File: config.mk
export PLATFORM = sky130hd
export DESIGN_NAME = aes_gcm_encrypt
export DESIGN_NICKNAME = d
export VERILOG_FILES = /design/src/rtl/aes_gcm_encrypt.sv
export SDC_FILE = /design/constraint.sdc
export NUM_CORES = 1
export LEC_CHECK = 0
export ABC_CLOCK_PERIOD_IN_PS = 3700
export CORE_AREA = 4 4 229 231
export CTS_CLUSTER_DIAMETER = 40
export DETAILED_ROUTE_END_ITERATION = 12
export DIE_AREA = 0 0 233 235
export PLACE_DENSITY_LB_ADDON = 0.3
export SYNTH_ARGS = -nofsm -noshare
export SYNTH_HDL_FRONTEND = slang
export SYNTH_SLANG_ARGS = --single-unit
File: constraint.sdc
create_clock -name clk -period 3.7 [get_ports clk]
set_input_delay 0.37 -clock clk [delete_from_list [all_inputs] [get_ports clk]]
set_output_delay 0.37 -clock clk [all_outputs]
set_load 0.1 [all_outputs]
File: src/rtl/aes_gcm_encrypt.sv
// Streaming GCM-style encryptor: XOR keystream on each plaintext word,
// rotate-XOR accumulator folded into four tag words after the payload.
module aes_gcm_encrypt (
    input  logic         clk,
    input  logic         reset_n,
    input  logic [255:0] key,
    input  logic [255:0] iv,
    input  logic         start,
    input  logic [15:0]  msg_len,
    input  logic [31:0]  pt_data,
    input  logic         pt_valid,
    output logic         pt_ready,
    output logic [31:0]  ct_data,
    output logic         ct_valid,
    input  logic         ct_ready,
    output logic         ct_is_tag,
    output logic         ct_last,
    output logic         busy,
    output logic         done
);

    typedef enum logic [1:0] {IDLE, STREAM, TAG, DONE} state_t;

    state_t      state;
    logic [15:0] len;
    logic [15:0] cnt;
    logic [2:0]  k;
    logic [31:0] acc;

    logic        free;
    logic        xfer;
    logic        ct_acc;
    logic [31:0] word_idx;
    logic [31:0] ct_word;
    logic        unused_bits;

    function automatic logic [31:0] rotl1(input logic [31:0] a);
        return {a[30:0], a[31]};
    endfunction

    function automatic logic [31:0] tag_word(input logic [31:0] a, input logic [1:0] idx,
                                             input logic [255:0] kk, input logic [255:0] vv);
        return a ^ kk[128 + 32*idx +: 32] ^ vv[64 + 32*idx +: 32];
    endfunction

    assign free     = !ct_valid || ct_ready;
    assign pt_ready = (state == STREAM) && free && (cnt < len);
    assign xfer     = pt_valid && pt_ready;
    assign ct_acc   = ct_valid && ct_ready;
    // Word index i runs 1..msg_len; derived from the accepted count so it never wraps.
    assign word_idx = {16'd0, cnt} + 32'd1;
    assign ct_word  = pt_data ^ key[31:0] ^ iv[31:0] ^ word_idx;
    assign busy     = (state != IDLE);
    assign done     = (state == DONE);

    assign unused_bits = ^{key[127:32], iv[255:192]};

    always_ff @(posedge clk or negedge reset_n) begin
        if (!reset_n) begin
            state     <= IDLE;
            len       <= '0;
            cnt       <= '0;
            k         <= '0;
            acc       <= '0;
            ct_data   <= '0;
            ct_valid  <= 1'b0;
            ct_is_tag <= 1'b0;
            ct_last   <= 1'b0;
        end else begin
            // Default drain; a load on the same edge below overrides this.
            if (ct_acc)
                ct_valid <= 1'b0;
            case (state)
                IDLE: begin
                    if (start) begin
                        len   <= msg_len;
                        cnt   <= '0;
                        k     <= '0;
                        acc   <= iv[63:32];
                        state <= (msg_len == 16'd0) ? TAG : STREAM;
                    end
                end
                STREAM: begin
                    if (xfer) begin
                        ct_data   <= ct_word;
                        ct_valid  <= 1'b1;
                        ct_is_tag <= 1'b0;
                        ct_last   <= 1'b0;
                        acc       <= rotl1(acc) ^ ct_word;
                        cnt       <= cnt + 16'd1;
                        if (cnt + 16'd1 == len)
                            state <= TAG;
                    end
                end
                TAG: begin
                    if (free && (k < 3'd4)) begin
                        ct_data   <= tag_word(acc, k[1:0], key, iv);
                        ct_valid  <= 1'b1;
                        ct_is_tag <= 1'b1;
                        ct_last   <= (k == 3'd3);
                        k         <= k + 3'd1;
                    end else if (ct_acc && ct_last) begin
                        state <= DONE;
                    end
                end
                DONE: begin
                    state <= IDLE;
                end
                default: state <= IDLE;
            endcase
        end
    end

endmodule

Word-level counts from Yosys, hierarchy flattened
Cells that the tools add are included.
{"block": "classes", "addsub": 5, "magnitude_cmp": 2, "n_eq_ne": 11, "n_shift": 2, "muxes": 28, "n_bitwise": 6, "n_reduce_logical": 19}
{"cell": "256-bit by 10-bit variable part select with 32-bit output", "n": 1}
{"cell": "256-bit by 9-bit variable part select with 32-bit output", "n": 1}
{"cell": "32-bit bitwise XOR", "n": 5}
{"cell": "32-bit two-way mux", "n": 4}
{"cell": "32-bit one-hot mux with 2 select lines", "n": 2}
{"cell": "16-bit two-way mux", "n": 2}
{"cell": "16-bit one-hot mux with 2 select lines", "n": 1}
{"cell": "32-bit by 17-bit bitwise XOR with 32-bit output", "n": 1}
{"cell": "16-bit by 1-bit adder with 17-bit output (second input constant)", "n": 1}
{"cell": "16-bit by 1-bit adder with 16-bit output (second input constant)", "n": 1}
{"cell": "16-bit == test", "n": 1}
{"cell": "16-bit zero test", "n": 1}
{"cell": "16-bit < comparator", "n": 1}
{"cell": "2-bit two-way mux", "n": 6}
{"cell": "2-bit != test (second input constant)", "n": 5}
{"cell": "8-bit by 7-bit adder with 9-bit output (first input constant)", "n": 1}
{"cell": "3-bit AND reduction", "n": 3}
{"cell": "7-bit by 7-bit adder with 8-bit output (first input constant)", "n": 1}
{"cell": "2-bit one-hot mux with 4 select lines", "n": 1}
{"cell": "2-bit nonzero test", "n": 4}
{"cell": "1-bit logical AND", "n": 6}
{"cell": "1-bit two-way mux", "n": 6}
{"cell": "3-bit two-way mux", "n": 2}
{"cell": "1-bit one-hot mux with 2 select lines", "n": 3}
{"cell": "other kinds (12)", "n": 13}
{"block": "totals", "reg_bits": 104, "input_bits": 565, "out_inout_bits": 38, "wordCells": 82}

Depth between registers and ports, before layout
Gate-level depths: netlist (run 1).
{"block": "depth", "word_depth": 7, "depth_mapped": 11}

Worst setup path after synthesis (run 1)
OpenSTA, ideal clock, no wires.
{"block": "synth_path", "path_kind": "register to register", "startpoint": "register ct_valid", "endpoint": "register cnt[10]", "setup_ps": 129, "arrival_ps": 2682, "setup_slack_ps": 888, "stages_incl_launch_ff": 9, "n_path_buf": 1, "synth_period_minus_slack_ps": 2812, "cell_sequence": "dfrtp_1 -> nor2b_1 -> a2111oi_2 -> nand3_1 -> nor3b_1 -> o221ai_1 -> clkbuf_1 -> o21ai_0 -> o31ai_1"}
{"block": "synth_between", "elab_chain_len": 7}
{"element": "start: declaration", "line": "14", "source": "output logic ct_valid,"}
{"element": "start signal: assignment", "line": "66", "source": "ct_valid <= 1'b0;"}
{"element": "start signal: assignment", "line": "72", "source": "ct_valid <= 1'b0;"}
{"element": "start signal: assignment", "line": "86", "source": "ct_valid <= 1'b1;"}
{"element": "1-bit zero test", "line": "46", "source": "assign free = !ct_valid || ct_ready;"}
{"element": "1-bit logical OR", "line": "46"}
{"element": "1-bit logical AND (2 in series)", "line": "47", "source": "assign pt_ready = (state == STREAM) && free && (cnt < len);"}
{"element": "1-bit logical AND", "line": "48", "source": "assign xfer = pt_valid && pt_ready;"}
{"element": "2-bit != test (no source line)"}
{"element": "3-bit AND reduction (no source line)"}
{"element": "end signal: assignment", "line": "90", "source": "cnt <= cnt + 16'd1;"}
{"element": "end: declaration", "line": "26", "source": "logic [15:0] cnt;"}
Every way passes these cells.
A chain may end at the register's enable or synchronous reset.

Worst setup path in the final report (run 1)
{"block": "layout_path", "startpoint": "register cnt[13]", "endpoint": "register cnt[11]"}
{"block": "layout_between", "elab_chain_len": 5}
{"element": "16-bit < comparator", "line": "47"}
{"element": "1-bit logical AND", "line": "47"}
{"element": "1-bit logical AND", "line": "48"}
{"element": "2-bit != test (no source line)"}
{"element": "3-bit AND reduction (no source line)"}
Every way passes these cells.

==> results of run 1 <==
-- power breakdown --
group | switching, uW | total, uW | internal, uW
Clock | 507 | 1040 | 530
Combinational | 4040 | 6620 | 2590
Sequential | 559 | 2200 | 1640
Total | 5100 | 9860 | 4760
-- logic make-up after synthesis --
family	share of synthesized area (%)
AOI/OAI and AO/OA	12.9
xor gates and xnor gates	21.3
adders and majority gates	3.15
buffers and inverters	4.02
DFF	28.5
muxes	18.3
and+or+nand+nor	11.7
-- per-layer routing --
layer,wire length [um],vias to the layer above,GRT usage (%)
met1,17800,4195,18.7
met4,673,4,3.46
met2,19900,286,24.4
li1,-,4204,-
met3,2820,28,4.26
met5,27,-,0
-- synth_stat cells, types with 3 or more instances --
library cell	n
o41ai_1	4
xor2_1	50
a21o_1	3
xnor3_1	4
and3_1	4
nor4_1	5
nor3_1	5
nand4_1	12
buf_4	4
clkbuf_1	40
xnor2_1	162
nand2b_1	4
inv_1	27
buf_1	6
o21a_1	3
nor2_1	69
o31ai_1	11
a211o_1	3
nor2b_1	3
or3_1	3
nand3_1	14
nand2_1	86
dfrtp_1	104
a211oi_1	3
o211ai_1	4
mux4_2	60
and2_1	3
mux2_2	17
a21oi_1	61
buf_2	11
a31oi_1	3
mux2i_1	13
o21ai_0	93
ha_1	23
-- stage by stage --
step                      std cells  hold WS, ns
final                          2040       0.0817
after global routing           2040        0.131
after CTS                      2037        0.120
after detailed placement       2021        0.470
after global placement         2021        0.463
after floorplan                 952       0.0744
-- area by class of cell --
class                      count  area, um^2
fill                        5313       35400
multi-input combinational    758        6210
timing repair buffer         458        4570
sequential                   104        2610
tap                          672         841
clock buffer                  10         229
inverter                      29         109
clock inverter                 6        67.6
antenna                        3        7.51
-- worst paths after layout --
kind / startpoint / to / slack (ns) / cells after the start
setup / recovery: cnt[13] / cnt[11] / 0.36 / 9
hold / removal: reset_n / ct_data[18] / 0.08 / 1
setup reg to reg: cnt[13] / cnt[11] / 0.36 / 9
hold reg to reg: ct_data[27] / ct_data[27] / 0.48 / 2
max in group asynchronous: reset_n / ct_data[7] / 2.73 / 2
min in group clk: ct_data[27] / ct_data[27] / 0.48 / 2
-- flip-flops by register name (all words and copies together), names as in the netlist --
register	cells
acc	32
ct_data	32
cnt	16
len	16
k	3
state	2
ct_is_tag	1
ct_last	1
ct_valid	1
==> flow_summary.yaml, run 1 <==
clock_tree:
  post_cts_buffers: 0
  clockBufferDepth: 2
  clock_latency_ns: 0.37
  ctsHoldBuffers: 0
  root_buffer: "clkbuf_16"
  cts_tree: "built"
  cts-buffers-inserted: 9
  cts-resized-gates: 0
  htreeDepth: 3
  path_clk_slew_ns: 0.08
  cts_sinks: 104
sta:
  maxSlewViolCount: 0
  tns_ns: 0
  min_period_ns: 3.34
  rsz0062_at_grt: "false"
  setup_slack_ns: 0.361
  hold_viol: 0
  fin_crit_sh_pct: 90.2
  relSlewSlack_pct: 29.4
  fmax_ghz: 0.299
  finClkSkew_ns: 0.0118
  final-setup-viol-count: 0
  worst_pin_slew_ns: 1.06
finish:
  mostFrequentLayoutCell: "clkdlybuf4s50_1"
  drive_above_1_share_pct: 9.23
  postLayoutCoreUtil_pct: 29.2
  area_growth_pct: 60.4
  final_nets: 1948
  layout_common_cells: "438 x clkdlybuf4s50_1, 162 x xnor2_1, 102 x dfrtp_1"
  fin_area_um2: 14600
synth:
  syn-instance-count: 952
  synth_area_um2: 9130
  synth.avg_cell_area_um2: 9.59
  yosys_warnings: 0
  yosys.area.top_type: "dfrtp_1"
  synth_ff_type: "dfrtp_1"
  synth-edff-count: 0
  synth_area_leaders: "dfrtp_1 29%, xnor2_1 16%, mux4_2 15%, o21ai_0 5.1%, xor2_1 4.8%"
  ys_seq_area_share_pct: 28.5
  ys_types: 58
  synthArstFlopShare_pct: 100
  synth_nets: 1540
  synth_top_area_share_pct: 28.5
  ys_seq_elements: 104
power:
  p_leak_uw: 0.00536
  p_per_area_nw_per_um2: 674
  ir_drop_uv: 347
  power_uw: 9860
detailed_routing:
  wl_per_cell_um: 20.2
  routed_via_density: 4.27
  detail-route-antenna-nets: 0
  via_count: 8717
  drc: 0
  dr.pass1.iters: 4
  drtIter0Drc: 495
  finalWirelength_mm: 41.2
global_route:
  grt_pass1_vias: 9196
  gr-total-overflow: 0
  grt_pass1_wl_mm: 59.8
  grt_use_total_pct: 14.7
  antenna_found_initial: 8
  grt_max_degree: 65
worst_setup_path:
  slowest_delay_ns: 0.48
  cp-start-kind: "flip-flop"
  critPathRequiredTime_ns: 3.96
  worstPathBufferInverterCount: 1
  cp_slowest_cell: "dfrtp_1"
  worstPathMaxFanout: 14
  cp_data_arrival_time_ns: 3.60
  crit_type: "flip-flop to flip-flop"
  cpMostUsedCell: "nand3_1"
  crit_family: "compound AO/OA/AOI/OAI gates"
  endpoint_kind: "flip-flop"
  cp_cell_sequence: "ha_1, a211o_1, a2111oi_2, nand3_1, nor3b_1, buf_4, or2_2, nand3_1, o41ai_1"
run:
  maxCapViolations: 0
place:
  dp_slack_ns: 0.367
  place_area_um2: 14300
  port_buffers: 442
  dp_hpwl_mm: 34.0
  gp_congestion: 0.907
die:
  initial_core_util_pct: 18.2
  die_area_um2: 54800
  core_area_um2: 50100
  rows: 82
  fp.dieW_um: 233
  dieHeight_um: 235
  ioPinCount: 603
outcome:
  status: "finished clean"
hold_path:
  min_path_type: "input pin to async pin"
Note: power is estimated with default switching activity, not from simulation.
==> run 2: changes to the inputs <==
--- a/config.mk
+++ b/config.mk
@@ -6,11 +6,12 @@
 export NUM_CORES = 1
 export LEC_CHECK = 0
 export ABC_CLOCK_PERIOD_IN_PS = 3700
-export CORE_AREA = 4 4 229 231
+export CORE_AREA = 2 2 234 236
 export CTS_CLUSTER_DIAMETER = 40
 export DETAILED_ROUTE_END_ITERATION = 12
-export DIE_AREA = 0 0 233 235
+export DIE_AREA = 0 0 236 238
 export PLACE_DENSITY_LB_ADDON = 0.3
+export SKIP_CTS_REPAIR_TIMING = 1
 export SYNTH_ARGS = -nofsm -noshare
 export SYNTH_HDL_FRONTEND = slang
 export SYNTH_SLANG_ARGS = --single-unit
==> run 2 against run 1 <==
Against the previous run:
- routed wire length fell by 0.16%
- first-iteration DRC count fell by 4.2%
- non-clock buffer count rose by 5
- sequential cell count did not move
- maximum frequency rose by 1.1%
- clock skew fell by 0.0033 ns
- critical path depth fell by 1
- combinational power rose by 1%
- largest cell class unchanged
==> flow_summary.yaml, run 2 (synthesized netlist as in run 1, its figures left out) <==
clock_tree:
  clock_latency_ns: 0.39
  path_clk_slew_ns: 0.08
  cts_tree: "built"
  cts-buffers-inserted: 9
  cts_sinks: 104
  htreeDepth: 3
  clockBufferDepth: 2
  root_buffer: "clkbuf_16"
sta:
  setup_slack_ns: 0.398
  relSlewSlack_pct: 27.3
  final-setup-viol-count: 0
  finClkSkew_ns: 0.00852
  fmax_ghz: 0.303
  fin_crit_sh_pct: 89.3
  tns_ns: 0
  min_period_ns: 3.30
  maxSlewViolCount: 0
  hold_viol: 0
  worst_pin_slew_ns: 1.09
  rsz0062_at_grt: "false"
power:
  power_frac_clock_pct: 10.6
  switching_share_pct: 52.0
  p_leak_uw: 0.00540
  intPower_uw: 4790
  combPwrFrac_pct: 67.2
  p_per_area_nw_per_um2: 678
  p_switching_uw: 5190
  seqPwrFrac_pct: 22.2
  ir_drop_uv: 356
place:
  dp_hpwl_mm: 34.1
  port_buffers: 442
  gp_congestion: 0.823
  dp_slack_ns: 0.422
die:
  dieHeight_um: 238
  rows: 85
  ioPinCount: 603
  fp.dieW_um: 236
  die_area_um2: 56200
  initial_core_util_pct: 17.1
  core_area_um2: 53500
outcome:
  status: "finished clean"
detailed_routing:
  routed_via_density: 4.17
  drtIter0Drc: 474
  dr.pass1.iters: 5
  drc: 0
  detail-route-antenna-nets: 0
  finalWirelength_mm: 41.1
  via_count: 8627
  wl_per_cell_um: 19.9
global_route:
  gr-total-overflow: 0
  grt_use_total_pct: 14.4
  antenna_found_initial: 4
  grt_pass1_vias: 9028
  grt_max_degree: 65
  grt_pass1_wl_mm: 59.1
finish:
  drive_above_1_share_pct: 9.64
  layout_common_cells: "438 x clkdlybuf4s50_1, 162 x xnor2_1, 102 x dfrtp_1"
  postLayoutCoreUtil_pct: 27.5
  area_growth_pct: 61.2
  nFillCells: 5682
  final_nets: 1953
  top_regs: "acc x32, ct_data x32"
  regArea_um2: 2610
  mostFrequentLayoutCell: "clkdlybuf4s50_1"
  multi_input_area_um2: 6210
worst_setup_path:
  slowest_delay_ns: 0.48
  endpoint_kind: "flip-flop"
  crit_family: "compound AO/OA/AOI/OAI gates"
  cp-start-kind: "flip-flop"
  r2r_end: "state[0]"
  crit_type: "flip-flop to flip-flop"
  worstPathBufferInverterCount: 0
  worstPathMaxFanout: 6
  worstReg2RegStart: "cnt[1]"
  cp_data_arrival_time_ns: 3.58
  rrSetupSlack_ns: 0.40
  worst_r2r_path_depth: 8
  cp_cell_sequence: "ha_1, xor2_1, a2111oi_0, o41ai_1, a2111o_1, nor4_1, a41oi_1, mux2_2"
  cp_slowest_cell: "dfrtp_1"
  critPathRequiredTime_ns: 3.98
run:
  maxCapViolations: 0
hold_path:
  min_path_type: "input pin to async pin"
run 2: cell types whose count changed in the layout (fill, tap and decap cells not counted), sizes merged:
cell    delta
buf        +5
inv        +1
diode      -1
clkbuf     -1
run 2: layout make-up:
| type | count | area share, % |
|---|---|---|
| clock inverter | 7 | 0.536 |
| tap | 696 | 5.92 |
| clock buffer | 9 | 1.53 |
| timing repair buffer | 463 | 31.3 |
| antenna | 2 | 0.0340 |
| inverter | 29 | 0.740 |
| multi-input combinational | 758 | 42.2 |
| sequential | 104 | 17.7 |
run 2: power by group through the flow:
stage | combinational [uW] | clock, uW | sequential [uW]
2_1_floorplan | 3520 | 0 | 3250
3_3_place_gp | 6740 | 0 | 2250
3_5_place_dp | 6800 | 0 | 2260
4_1_cts | 6820 | 1110 | 2240
5_1_grt | 7270 | 1150 | 2310
6_report | 6710 | 1060 | 2220
run 2: per-layer routing:
metal	global-route usage [%]	wire, um	share of wire [%]	vias to the layer above
met1	18.5	18200	44	4112
met4	3.49	501	1.2	4
li1	-	-	-	4211
met3	3.97	2640	6.4	20
met5	0	29	0.071	-
met2	23.7	19800	48	280
run 2: worst max path at each step:
stage | from | to | cells after the start
6_report | cnt[1] | state[0] | 8
3_5_place_dp | cnt[1] | state[0] | 8
3_3_place_gp | cnt[1] | state[0] | 8
4_1_cts | len[13] | cnt[6] | 10
5_1_grt | len[13] | cnt[12] | 10
2_1_floorplan | ct_valid | cnt[10] | 8
run 2: worst register-to-register path: cells and delay by family (launching register included):
kind            cells  cell delay (ns)
compound gates      4             1.37
flops               1             0.48
fa+ha+maj           1             0.44
simple gates        1             0.38
mux                 1             0.33
xor+xnor            1             0.20
run 2: stage by stage:
step | cell area [um^2] | std cells | hold slack (ns) | total power, uW
global placement | 14400 | 2050 | 0.460 | 8990
CTS | 14700 | 2066 | 0.0174 | 10200
finish | 14700 | 2068 | 0.00389 | 9980
global route | 14700 | 2066 | 0.0273 | 10700
floorplan | 9130 | 952 | 0.0744 | 6770
detailed placement | 14400 | 2050 | 0.459 | 9060
==> run 3: changes to the inputs <==
--- a/config.mk
+++ b/config.mk
@@ -6,10 +6,12 @@
 export NUM_CORES = 1
 export LEC_CHECK = 0
 export ABC_CLOCK_PERIOD_IN_PS = 3700
+export CAP_MARGIN = 20
 export CORE_AREA = 2 2 234 236
 export CTS_CLUSTER_DIAMETER = 40
 export DETAILED_ROUTE_END_ITERATION = 12
 export DIE_AREA = 0 0 236 238
+export MAX_ROUTING_LAYER = met4
 export PLACE_DENSITY_LB_ADDON = 0.3
 export SKIP_CTS_REPAIR_TIMING = 1
 export SYNTH_ARGS = -nofsm -noshare
==> run 3 against run 2 <==
Against the previous run:
- cell area hardly changed
- maximum frequency is 0.32% higher
- sequential power hardly changed
- critical path depth is 2 higher
- critical endpoint is now cnt[6]
==> flow_summary.yaml, run 3 (synthesized netlist as in run 1, its figures left out) <==
finish:
  mostFrequentLayoutCell: "clkdlybuf4s50_1"
  fin_cells: 2070
  final_nets: 1953
  drive_above_1_share_pct: 9.64
  area_growth_pct: 61.3
  top_regs: "acc x32, ct_data x32"
  layout_common_cells: "438 x clkdlybuf4s50_1, 162 x xnor2_1, 102 x dfrtp_1"
  fin_area_um2: 14700
sta:
  rsz0062_at_grt: "false"
  tns_ns: 0
  maxSlewViolCount: 0
  hold_viol: 0
  relSlewSlack_pct: 26.7
  setup_slack_ns: 0.408
  finClkSkew_ns: 0.0122
  final-setup-viol-count: 0
  fin_crit_sh_pct: 89.0
  fmax_ghz: 0.304
  min_period_ns: 3.29
  worst_pin_slew_ns: 1.10
place:
  place_area_um2: 14400
  gp_congestion: 0.835
  port_buffers: 442
  dp_cells: 2050
  dp_slack_ns: 0.422
  dp_hpwl_mm: 34.1
global_route:
  gr-total-overflow: 0
  met2_usage_pct: 23.7
  grt_busiest_layer: "met2"
  antenna_found_initial: 4
  grt_pass1_vias: 9042
  grt_use_total_pct: 14.8
  use_met1_pct: 18.6
  gr-usage-met3_pct: 3.81
  grt_max_degree: 65
  grt_pass1_wl_mm: 59.1
worst_setup_path:
  worstPathMaxFanout: 14
  crit_type: "flip-flop to flip-flop"
  cp_data_arrival_time_ns: 3.56
  slowest_delay_ns: 0.47
  cp-start-kind: "flip-flop"
  cp_slowest_cell: "nand3_1"
  cp_cell_sequence: "inv_1, ha_1, a211o_1, a2111oi_2, nand3_1, nor3b_1, buf_4, or2_2, nand3_1, o41ai_1"
  cpMostUsedCell: "nand3_1"
  critPathRequiredTime_ns: 3.97
  crit_family: "compound AO/OA/AOI/OAI gates"
  endpoint_kind: "flip-flop"
  worstPathBufferInverterCount: 2
die:
  die_area_um2: 56200
  fp.dieW_um: 236
  core_area_um2: 53500
  dieHeight_um: 238
  rows: 85
  initial_core_util_pct: 17.1
  ioPinCount: 603
outcome:
  status: "finished clean"
detailed_routing:
  wl_per_cell_um: 19.9
  via_count: 8630
  drc: 0
  routed_via_density: 4.17
  dr.pass1.iters: 5
  drtIter0Drc: 485
  detail-route-antenna-nets: 0
  finalWirelength_mm: 41.1
hold_path:
  min_path_type: "input pin to async pin"
clock_tree:
  path_clk_slew_ns: 0.08
  cts_tree: "built"
  cts_sinks: 104
  cts-buffers-inserted: 9
  clock_latency_ns: 0.39
  htreeDepth: 3
  root_buffer: "clkbuf_16"
  clockBufferDepth: 2
power:
  ir_drop_uv: 349
  p_per_area_nw_per_um2: 677
  p_leak_uw: 0.00540
run:
  maxCapViolations: 0
run 3: cell types whose count changed in the layout (fill, tap and decap cells not counted), sizes merged:
cell / delta
diode: +2
run 3: final cells by class:
cell class                 count  area (um^2)
antenna                        4         10.0
multi-input combinational    758         6210
fill                        5683        38800
clock inverter                 7         78.8
inverter                      29          109
clock buffer                   9          225
sequential                   104         2610
tap                          696          871
timing repair buffer         463         4610
run 3: final timing paths:
path                              from          end  slack (ns)  depth (start not counted)
max                            len[13]       cnt[6]        0.41                         10
min                            reset_n  ct_data[19]       0.007                          1
max reg2reg                    len[13]       cnt[6]        0.41                         10
min reg2reg                ct_data[22]  ct_data[22]        0.48                          2
max in group asynchronous      reset_n         k[1]        2.87                          2
min in group clk           ct_data[22]  ct_data[22]        0.48                          2
run 3: power by group:
part,switching [uW],internal [uW]
combinational,4080,2620
sequential,574,1640
clock,519,533
run 3: through the flow:
stage	power [uW]	util, %	hold slack, ns
finish	9960	27.5	0.00718
CTS	10200	27.5	0.0174
global placement	8990	26.9	0.460
detailed placement	9060	26.9	0.459
floorplan	6770	-	0.0744
global route	10700	27.5	0.0274
run 3: routing by layer:
| layer | up-vias | wire length [um] |
|---|---|---|
| li1 | 4213 | - |
| met1 | 4116 | 18100 |
| met2 | 286 | 19900 |
| met3 | 15 | 2740 |
| met4 | 0 | 464 |
| met5 | - | 0 |
